==> src/rtl/hazard_unit_if.sv <==
// rtl/hazard_unit_if.sv - hazard controller signal bundle
// Purpose: groups the pipeline-field inputs and the hazard/counter outputs of
//          hazard_unit so the core (master) and the controller (slave) share one port.
// Ports:   master drives decode/execute/memory/writeback fields and CntClr and
//          receives forwarding selects, stall/flush controls and event counts;
//          slave is the mirror image.
interface hazard_if;
    logic [4:0]  Rs1D;
    logic [4:0]  Rs2D;
    logic [4:0]  Rs1E;
    logic [4:0]  Rs2E;
    logic [4:0]  RdE;
    logic [4:0]  RdM;
    logic [4:0]  RdW;
    logic        RegWriteM;
    logic        RegWriteW;
    logic        ResultSrcE0;
    logic        PCSrcE;
    logic        CntClr;
    logic [1:0]  ForwardAE;
    logic [1:0]  ForwardBE;
    logic        StallF;
    logic        StallD;
    logic        FlushD;
    logic        FlushE;
    logic [31:0] StallCount;
    logic [31:0] FlushCount;

    modport master (
        output Rs1D, Rs2D, Rs1E, Rs2E, RdE, RdM, RdW,
        output RegWriteM, RegWriteW, ResultSrcE0, PCSrcE, CntClr,
        input  ForwardAE, ForwardBE, StallF, StallD, FlushD, FlushE,
        input  StallCount, FlushCount
    );

    modport slave (
        input  Rs1D, Rs2D, Rs1E, Rs2E, RdE, RdM, RdW,
        input  RegWriteM, RegWriteW, ResultSrcE0, PCSrcE, CntClr,
        output ForwardAE, ForwardBE, StallF, StallD, FlushD, FlushE,
        output StallCount, FlushCount
    );
endinterface

==> src/rtl/hazard_unit.sv <==
// rtl/hazard_unit.sv - RV32 5-stage pipeline hazard controller
// Purpose: execute-stage forwarding selects, load-use stall, branch flush,
//          post-reset flush sequencer and saturating stall/flush event counters.
// Ports:   clk   - rising-edge clock
//          reset - asynchronous active-low reset
//          hz    - hazard_if.slave: pipeline register fields in, controls and counts out
module hazard_unit #(
    parameter int unsigned INIT_CYCLES = 2
) (
    input  logic     clk,
    input  logic     reset,
    hazard_if.slave  hz
);
    typedef enum logic {
        ST_INIT,
        ST_RUN
    } state_t;

    localparam logic [3:0] INIT_LOAD = 4'(INIT_CYCLES);

    state_t      r_state;
    logic [3:0]  r_init_cnt;
    logic [31:0] r_stall_count;
    logic [31:0] r_flush_count;

    logic        w_run;
    logic        w_lw_stall;
    logic        w_stall;
    logic [1:0]  w_fwd_a;
    logic [1:0]  w_fwd_b;

    // Memory stage is checked first so the youngest producer wins; x0 is
    // hard-wired zero and must never be forwarded.
    function automatic logic [1:0] fwd_sel(
        input logic [4:0] rs,
        input logic       rw_m,
        input logic [4:0] rd_m,
        input logic       rw_w,
        input logic [4:0] rd_w
    );
        if (rw_m && (rd_m != 5'd0) && (rd_m == rs)) begin
            return 2'b10;
        end else if (rw_w && (rd_w != 5'd0) && (rd_w == rs)) begin
            return 2'b01;
        end
        return 2'b00;
    endfunction

    assign w_run = (r_state == ST_RUN);

    always_comb begin
        w_fwd_a    = 2'b00;
        w_fwd_b    = 2'b00;
        w_lw_stall = 1'b0;
        if (w_run) begin
            w_fwd_a    = fwd_sel(hz.Rs1E, hz.RegWriteM, hz.RdM, hz.RegWriteW, hz.RdW);
            w_fwd_b    = fwd_sel(hz.Rs2E, hz.RegWriteM, hz.RdM, hz.RegWriteW, hz.RdW);
            w_lw_stall = hz.ResultSrcE0 && (hz.RdE != 5'd0) &&
                         ((hz.RdE == hz.Rs1D) || (hz.RdE == hz.Rs2D));
        end
    end

    // A taken branch squashes the instruction that would have waited, so the
    // stall is pointless and suppressed.
    assign w_stall = w_lw_stall && !hz.PCSrcE;

    assign hz.ForwardAE  = w_fwd_a;
    assign hz.ForwardBE  = w_fwd_b;
    assign hz.StallF     = w_stall;
    assign hz.StallD     = w_stall;
    assign hz.FlushD     = !w_run || hz.PCSrcE;
    assign hz.FlushE     = !w_run || w_lw_stall || hz.PCSrcE;
    assign hz.StallCount = r_stall_count;
    assign hz.FlushCount = r_flush_count;

    // Post-reset sequencer: holds flush for INIT_LOAD edges after release.
    always_ff @(posedge clk or negedge reset) begin
        if (!reset) begin
            r_state    <= ST_INIT;
            r_init_cnt <= INIT_LOAD;
        end else begin
            case (r_state)
                ST_INIT: begin
                    if (r_init_cnt == 4'd1) begin
                        r_state <= ST_RUN;
                    end else begin
                        r_init_cnt <= r_init_cnt - 4'd1;
                    end
                end
                default: r_state <= ST_RUN;
            endcase
        end
    end

    // Event counters; clear wins over increment and is honoured in any state.
    always_ff @(posedge clk or negedge reset) begin
        if (!reset) begin
            r_stall_count <= 32'd0;
            r_flush_count <= 32'd0;
        end else if (hz.CntClr) begin
            r_stall_count <= 32'd0;
            r_flush_count <= 32'd0;
        end else if (w_run) begin
            if (w_stall && (r_stall_count != 32'hFFFF_FFFF)) begin
                r_stall_count <= r_stall_count + 32'd1;
            end
            if (hz.PCSrcE && (r_flush_count != 32'hFFFF_FFFF)) begin
                r_flush_count <= r_flush_count + 32'd1;
            end
        end
    end
endmodule

==> src/flat_wrapper.sv <==
// flat-port wrapper written by rule: the top's interface ports become plain ports
module hazard_unit_flat 
#(
    parameter int unsigned INIT_CYCLES = 2
)
  (clk, reset, hz_Rs1D, hz_Rs2D, hz_Rs1E, hz_Rs2E, hz_RdE, hz_RdM, hz_RdW, hz_RegWriteM, hz_RegWriteW, hz_ResultSrcE0, hz_PCSrcE, hz_CntClr, hz_ForwardAE, hz_ForwardBE, hz_StallF, hz_StallD, hz_FlushD, hz_FlushE, hz_StallCount, hz_FlushCount);
  hazard_if hz_i ();
  input  logic clk;
  input  logic reset;
  input wire logic [$bits(hz_i.Rs1D)-1:0] hz_Rs1D;
  input wire logic [$bits(hz_i.Rs2D)-1:0] hz_Rs2D;
  input wire logic [$bits(hz_i.Rs1E)-1:0] hz_Rs1E;
  input wire logic [$bits(hz_i.Rs2E)-1:0] hz_Rs2E;
  input wire logic [$bits(hz_i.RdE)-1:0] hz_RdE;
  input wire logic [$bits(hz_i.RdM)-1:0] hz_RdM;
  input wire logic [$bits(hz_i.RdW)-1:0] hz_RdW;
  input wire logic [$bits(hz_i.RegWriteM)-1:0] hz_RegWriteM;
  input wire logic [$bits(hz_i.RegWriteW)-1:0] hz_RegWriteW;
  input wire logic [$bits(hz_i.ResultSrcE0)-1:0] hz_ResultSrcE0;
  input wire logic [$bits(hz_i.PCSrcE)-1:0] hz_PCSrcE;
  input wire logic [$bits(hz_i.CntClr)-1:0] hz_CntClr;
  output wire logic [$bits(hz_i.ForwardAE)-1:0] hz_ForwardAE;
  output wire logic [$bits(hz_i.ForwardBE)-1:0] hz_ForwardBE;
  output wire logic [$bits(hz_i.StallF)-1:0] hz_StallF;
  output wire logic [$bits(hz_i.StallD)-1:0] hz_StallD;
  output wire logic [$bits(hz_i.FlushD)-1:0] hz_FlushD;
  output wire logic [$bits(hz_i.FlushE)-1:0] hz_FlushE;
  output wire logic [$bits(hz_i.StallCount)-1:0] hz_StallCount;
  output wire logic [$bits(hz_i.FlushCount)-1:0] hz_FlushCount;
  assign hz_i.Rs1D = hz_Rs1D;
  assign hz_i.Rs2D = hz_Rs2D;
  assign hz_i.Rs1E = hz_Rs1E;
  assign hz_i.Rs2E = hz_Rs2E;
  assign hz_i.RdE = hz_RdE;
  assign hz_i.RdM = hz_RdM;
  assign hz_i.RdW = hz_RdW;
  assign hz_i.RegWriteM = hz_RegWriteM;
  assign hz_i.RegWriteW = hz_RegWriteW;
  assign hz_i.ResultSrcE0 = hz_ResultSrcE0;
  assign hz_i.PCSrcE = hz_PCSrcE;
  assign hz_i.CntClr = hz_CntClr;
  assign hz_ForwardAE = hz_i.ForwardAE;
  assign hz_ForwardBE = hz_i.ForwardBE;
  assign hz_StallF = hz_i.StallF;
  assign hz_StallD = hz_i.StallD;
  assign hz_FlushD = hz_i.FlushD;
  assign hz_FlushE = hz_i.FlushE;
  assign hz_StallCount = hz_i.StallCount;
  assign hz_FlushCount = hz_i.FlushCount;
  hazard_unit #(.INIT_CYCLES(INIT_CYCLES)) u_core (.clk(clk), .reset(reset), .hz(hz_i));
endmodule
==> config.mk <==
export PLATFORM = sky130hd
export DESIGN_NAME = hazard_unit_flat
export DESIGN_NICKNAME = d
export VERILOG_FILES = /design/src/rtl/hazard_unit_if.sv /design/src/rtl/hazard_unit.sv /design/src/flat_wrapper.sv
export SDC_FILE = /design/constraint.sdc
export NUM_CORES = 1
export LEC_CHECK = 0
export ABC_CLOCK_PERIOD_IN_PS = 3200
export CORE_UTILIZATION = 53
export DETAILED_ROUTE_END_ITERATION = 10
export PLACE_DENSITY_LB_ADDON = 0.3
export SETUP_SLACK_MARGIN = 0.4
export SLEW_MARGIN = 20
export SYNTH_ARGS = -nofsm -noshare
export SYNTH_HDL_FRONTEND = slang
export SYNTH_SLANG_ARGS = --single-unit
==> constraint.sdc <==
create_clock -name clk -period 3.2 [get_ports clk]
set_input_delay 0.48 -clock clk [delete_from_list [all_inputs] [get_ports clk]]
set_output_delay 0.48 -clock clk [all_outputs]
set_load 0.01 [all_outputs]
==> flow_summary.toml, run 1 <==
[logic_synthesis]
synthMuxAreaShare = 0.0297
syn-num-nets = 509
synthFlopType = "dfrtp_1"
synthTopCellsByArea = "dfrtp_1, xor2_1, xnor2_1, nor2_1, nand3_1"
synthAdderAreaFrac = 0.0119
synthArstFlopShare = 1.00
avgSynthCellArea_um2 = 9.11
synth_edf_count = 0
synth_top_area_share = 0.403
synth_compound_area_frac = 0.0733
synthXorXnorAreaFrac = 0.135
yosys_warnings = 0
yosys.area.top_type = "dfrtp_1"
syn_inst = 463
synth_top_family_by_area = "simple AND/OR/NAND/NOR gates"
yosysSeqAreaShare = 0.410
synth.distinct_cells = 47
ys_ff_latch = 69
netlist_area_um2 = 4220
synthSimpleGateAreaFrac = 0.313

[pwr]
ir_worst_vdd_uv = 271
p_total_mw = 1.85
p_leak_nw = 2.26
p_per_area_nw_per_um2 = 324

[timing]
timing.fmax_mhz = 370
hold_viol = 0
maxSlewViolCount = 0
rsz0062_at_grt = "yes"
tightest_slew_ps = 941
fin_skew_ps = 9.00
finalSetupViolCount = 0
finalCriticalPeriod_ps = 2700
maxSlewHeadroom = 0.372
tns_ps = 0
period_share = 0.844
whs_ps = 238

[setup_path]
cp_data_arrival_time_ps = 2220
end_kind = "primary output"
critPathRequiredTime_ps = 2720
crit_type = "in2out"
rr_worst_depth = 7
worst_setup_path_start_kind = "primary input"
crit_path_max_fanout = 3
reg2reg_from = "u_core.hz.FlushCount[0]$_DFFE_PN0P_"
critical_path.startpoint = "hz_RdW[3]"

[grt]
grt_overflow = 0
grt_max_degree = 55
grt_usage = 0.275
antenna_found_initial = 0
grt_pass1_wl_mm = 18.1
grt_pass1_vias = 3823

[finish]
fillers = 570
layout-drive-gt1-share = 0.0973
fin_util = 0.738
area_growth_pct = 35.2
final_nets = 627
multiInputGateArea_um2 = 2410
insertedDiodeCount = 0
seq_area_um2 = 1730
fin_cells = 688

[cts]
cts_htree_levels = 3
max-clock-path-buffers = 2
cts_buffers = 9
hold_buffers = 0
tritoncts = "done"
clkLatencyLatePin_ps = 340
clock-sinks = 69
path_clk_slew_ps = 70
cts_root_buf = "clkbuf_8"

[placed_design]
port_buffers = 113
gp_congestion = 0.911
dpl.cell_count = 671
place_hpwl_mm = 8.04

[die]
rows = 32
die-area_um2 = 8320
die_h_um = 91.2
pin_count = 114
initial_core_util = 0.546
coreArea_um2 = 7730
die_w_um = 91.2

[detailed_routing]
drcViolationCount = 0
wire_per_inst_um = 15.8
antenna_left = 0
vias = 4009
drt-pass1-iter-count = 4
postRouteWirelength_mm = 10.9
routed_via_density = 5.83
drtIter0Drc = 142

[status]
status = "completed"

[flow_run]
maxCapViolations = 0

[hold_path]
hold_class = "in2async"
where the power goes:
group	leakage [nW]	total (mW)	internal (mW)	switching, mW
Combinational	1.21	0.188	0.0919	0.0965
Clock	0.104	0.781	0.442	0.339
Sequential	0.949	0.879	0.874	0.00441
Total	2.26	1.85	1.41	0.439
placed cells by master, fill, tap and decap left out, types with 12 or more instances in the layout:
cell and count:
nand4_1 24, clkdlybuf4s50_1 101, nor2_1 57, or4_1 15
o21ai_0 14, xnor2_1 27, xor2_1 38, dfrtp_1 68
nand2_1 33, inv_1 12, a21oi_1 21, nand3_1 30
registers in the layout, summed over array words and instances (netlist names):
register              cells
u_core.hz.FlushCount     32
u_core.hz.StallCount     32
u_core.r_init_cnt         4
u_core.r_state            1
cell usage after synthesis (2+ instances only):
master     count
dfrtp_1       68
nor2_1        57
xor2_1        38
nand2_1       33
nand3_1       30
xnor2_1       27
nand4_1       24
a21oi_1       21
or4_1         17
o21ai_0       15
inv_1         12
nor2b_1       11
or3_1         11
clkbuf_1      10
and3_1         9
nor3_1         9
and4_1         8
mux2_2         7
nor4_1         7
o31ai_1        7
ha_1           4
and2_1         3
buf_4          3
nand3_2        3
buf_2          2
mux2i_1        2
nand4_2        2
nor4_2         2
nor4_4         2
o2111ai_1      2
area by class of cell:
cell class / count / area share
Clock buffer: 11 / 0.0230
Clock inverter: 5 / 0.0149
Inverter: 12 / 0.00790
Multi-Input combinational cell: 367 / 0.423
Sequential cell: 69 / 0.303
Tap cell: 102 / 0.0224
Timing Repair Buffer: 122 / 0.206
cells by family after synthesis:
family                     count (synthesis)
DFF                                       69
adders and majority gates                  4
xor gates and xnor gates                  65
and+or+nand+nor                          236
muxes                                     11
buffers and inverters                     27
AOI/OAI and AO/OA                         51
worst max-delay path, stage by stage:
cell	delay [ps]
clkdlybuf4s50_1	530
or4_1	130
o211ai_1	80
or4_1	540
nor4_2	290
clkbuf_2	170
path summary, 6_finish.rpt:
check,to,slack [ps]
max in group asynchronous,u_core.hz.FlushCount[21]$_DFFE_PN0P_,2170
min in group clk,u_core.r_init_cnt[3]$_DFFE_PN0P_,510
worst max register to register,u_core.hz.FlushCount[18]$_DFFE_PN0P_,790
worst min register to register,u_core.r_init_cnt[3]$_DFFE_PN0P_,510
worst max-delay path,hz_ForwardBE[0],500
worst min-delay path,u_core.hz.StallCount[4]$_DFFE_PN0P_,240
layer usage:
layer	track usage	routed length [um]	part of all wire
met1	0.325	4450	0.41
met2	0.478	5520	0.51
met3	0.0553	519	0.048
met4	0.131	375	0.035
met5	0	0	0
timing repair:
action | in CTS | in global routing
buffers inserted | 1 | 0
resized for setup | 14 | 9
endpoints found under the setup margin | 7 | 3
pin swaps | 2 | 1
hold endpoints to repair | 0 | 0
through the flow:
stage               worst slack (ps)  instance area [um^2]
finish                           500                  5700
global route                     380                  5700
CTS                              394                  5700
detailed placement              23.2                  5460
global placement                 118                  5460
floorplan                        981                  4220
Power figures use the tool's default switching activity.
==> inputs of run 2 (changes only) <==
- ABC_CLOCK_PERIOD_IN_PS: 3200 -> 2600
- CORE_UTILIZATION: 53 -> 49
- clock period: 3.2 -> 2.6 ns (I/O delays scaled with it)
==> flow_summary.toml, run 2 (synthesis gave the netlist of run 1 again) <==
[timing]
maxSlewViolCount = 0
fin_skew_ps = 11.0
hold_viol = 0
tightest_slew_ps = 750
rsz0062_at_grt = "yes"
maxSlewHeadroom = 0.500
finalSetupViolCount = 0
period_share = 0.838
finalCriticalPeriod_ps = 2180
tns_ps = 0
timing.fmax_mhz = 459
whs_ps = 29.4

[cts]
tritoncts = "done"
cts_root_buf = "clkbuf_8"
max-clock-path-buffers = 2
clock-sinks = 69
path_clk_slew_ps = 70
clkLatencyLatePin_ps = 360
cts_buffers = 9
cts_htree_levels = 3
hold_buffers = 0

[die]
die_h_um = 94.8
die_w_um = 94.8
pin_count = 114
coreArea_um2 = 8260
die-area_um2 = 8990
rows = 33
initial_core_util = 0.511

[setup_path]
end_kind = "primary output"
cpPeakStageDelay_ps = 550
critPathRequiredTime_ps = 2210
cpLargestDelayFamily = "simple AND/OR/NAND/NOR gates"
crit_type = "in2out"
cp_data_arrival_time_ps = 1790
reg2reg_slack_ps = 500
cp_cell_sequence = "buf_6 -> or4_4 -> o21ai_4 -> nor4_4 -> nor4_2 -> buf_2"
crit_path_max_fanout = 2
worst_setup_path_start_kind = "primary input"
rr_worst_depth = 6
reg2reg_to = "u_core.hz.FlushCount[26]$_DFFE_PN0P_"
critPathBufInv = 2
reg2reg_from = "u_core.hz.FlushCount[5]$_DFFE_PN0P_"
cp_slowest_cell = "or4_4"

[detailed_routing]
vias = 4124
wire_per_inst_um = 16.8
antenna_left = 0
drt-pass1-iter-count = 4
drcViolationCount = 0
drtIter0Drc = 180
routed_via_density = 5.77
postRouteWirelength_mm = 12.0

[finish]
final_cell_mix = "clkdlybuf4s50_1, dfrtp_1, nor2_1, xor2_1, nand2_1"
final_common_cell = "clkdlybuf4s50_1"
final_nets = 651
fillers = 613
fin_util = 0.735
multiInputGateArea_um2 = 2580
insertedDiodeCount = 0
area_growth_pct = 43.9
layout-drive-gt1-share = 0.185
fin_cells = 715
seq_area_um2 = 1730

[placed_design]
dpl.cell_count = 693
port_buffers = 113
gp_congestion = 0.993
place_hpwl_mm = 8.29

[grt]
grt_overflow = 0
grt_pass1_wl_mm = 19.1
grt_max_degree = 70
grt_usage = 0.275
grt_pass1_vias = 3988
antenna_found_initial = 0

[status]
status = "completed"

[pwr]
p_leak_nw = 2.45
ir_worst_vdd_uv = 308
p_total_mw = 2.44
p_per_area_nw_per_um2 = 403

[hold_path]
hold_class = "in2async"

[flow_run]
maxCapViolations = 0
run 2: how the worst max path moves through the flow:
stage / from / endpoint / depth (start not counted)
final: hz_RdM[4] / hz_ForwardBE[0] / 6
after global routing: u_core.hz.FlushCount[0]$_DFFE_PN0P_ / u_core.hz.FlushCount[30]$_DFFE_PN0P_ / 7
after CTS: hz_RdW[3] / hz_ForwardBE[0] / 6
after detailed placement: hz_RdM[0] / hz_ForwardBE[0] / 6
after global placement: hz_RdM[0] / hz_ForwardAE[0] / 6
after floorplan: u_core.hz.FlushCount[0]$_DFFE_PN0P_ / u_core.hz.FlushCount[18]$_DFFE_PN0P_ / 7
run 2: final cells by class:
class / instances / area share
Clock buffer: 9 / 0.0204
Clock inverter: 7 / 0.0200
Inverter: 12 / 0.00742
Multi-Input combinational cell: 367 / 0.424
Sequential cell: 69 / 0.285
Tap cell: 105 / 0.0216
Timing Repair Buffer: 146 / 0.221
run 2: through the flow:
step	setup slack (ps)	instance area, um^2
2_1_floorplan	527	4220
3_3_place_gp	-300	5620
3_5_place_dp	-397	5620
4_1_cts	367	5930
5_1_grt	345	6070
6_report	422	6070
run 2: routing by layer:
layer  vias up  global-route usage  part of all wire
met5         -                   0                 0
met2       143               0.477              0.51
met3        34              0.0628             0.052
met1      1999               0.326              0.40
li1       1948                   -                 -
met4         0               0.116             0.028
run 2: worst register-to-register path, delay by kind of cell (launching register included):
family                    cells  cell delay (ps)
AOI/OAI and AO/OA             1              330
xor gates and xnor gates      1              190
DFF                           1              500
and+or+nand+nor               4              960
run 2: where the power goes:
part           internal (mW)  total, mW  leakage (nW)  switching (mW)
logic                  0.132      0.275          1.39           0.142
registers               1.08       1.08         0.944         0.00479
clock network          0.644       1.09         0.124           0.446
run 2: timing repair:
item / 4_1_cts / 5_1_grt
gates resized for setup: 77 / 32
cloned: 0 / 0
buffers inserted: 2 / 4
endpoints found under the setup margin: 28 / 50
pin swaps: 15 / 14
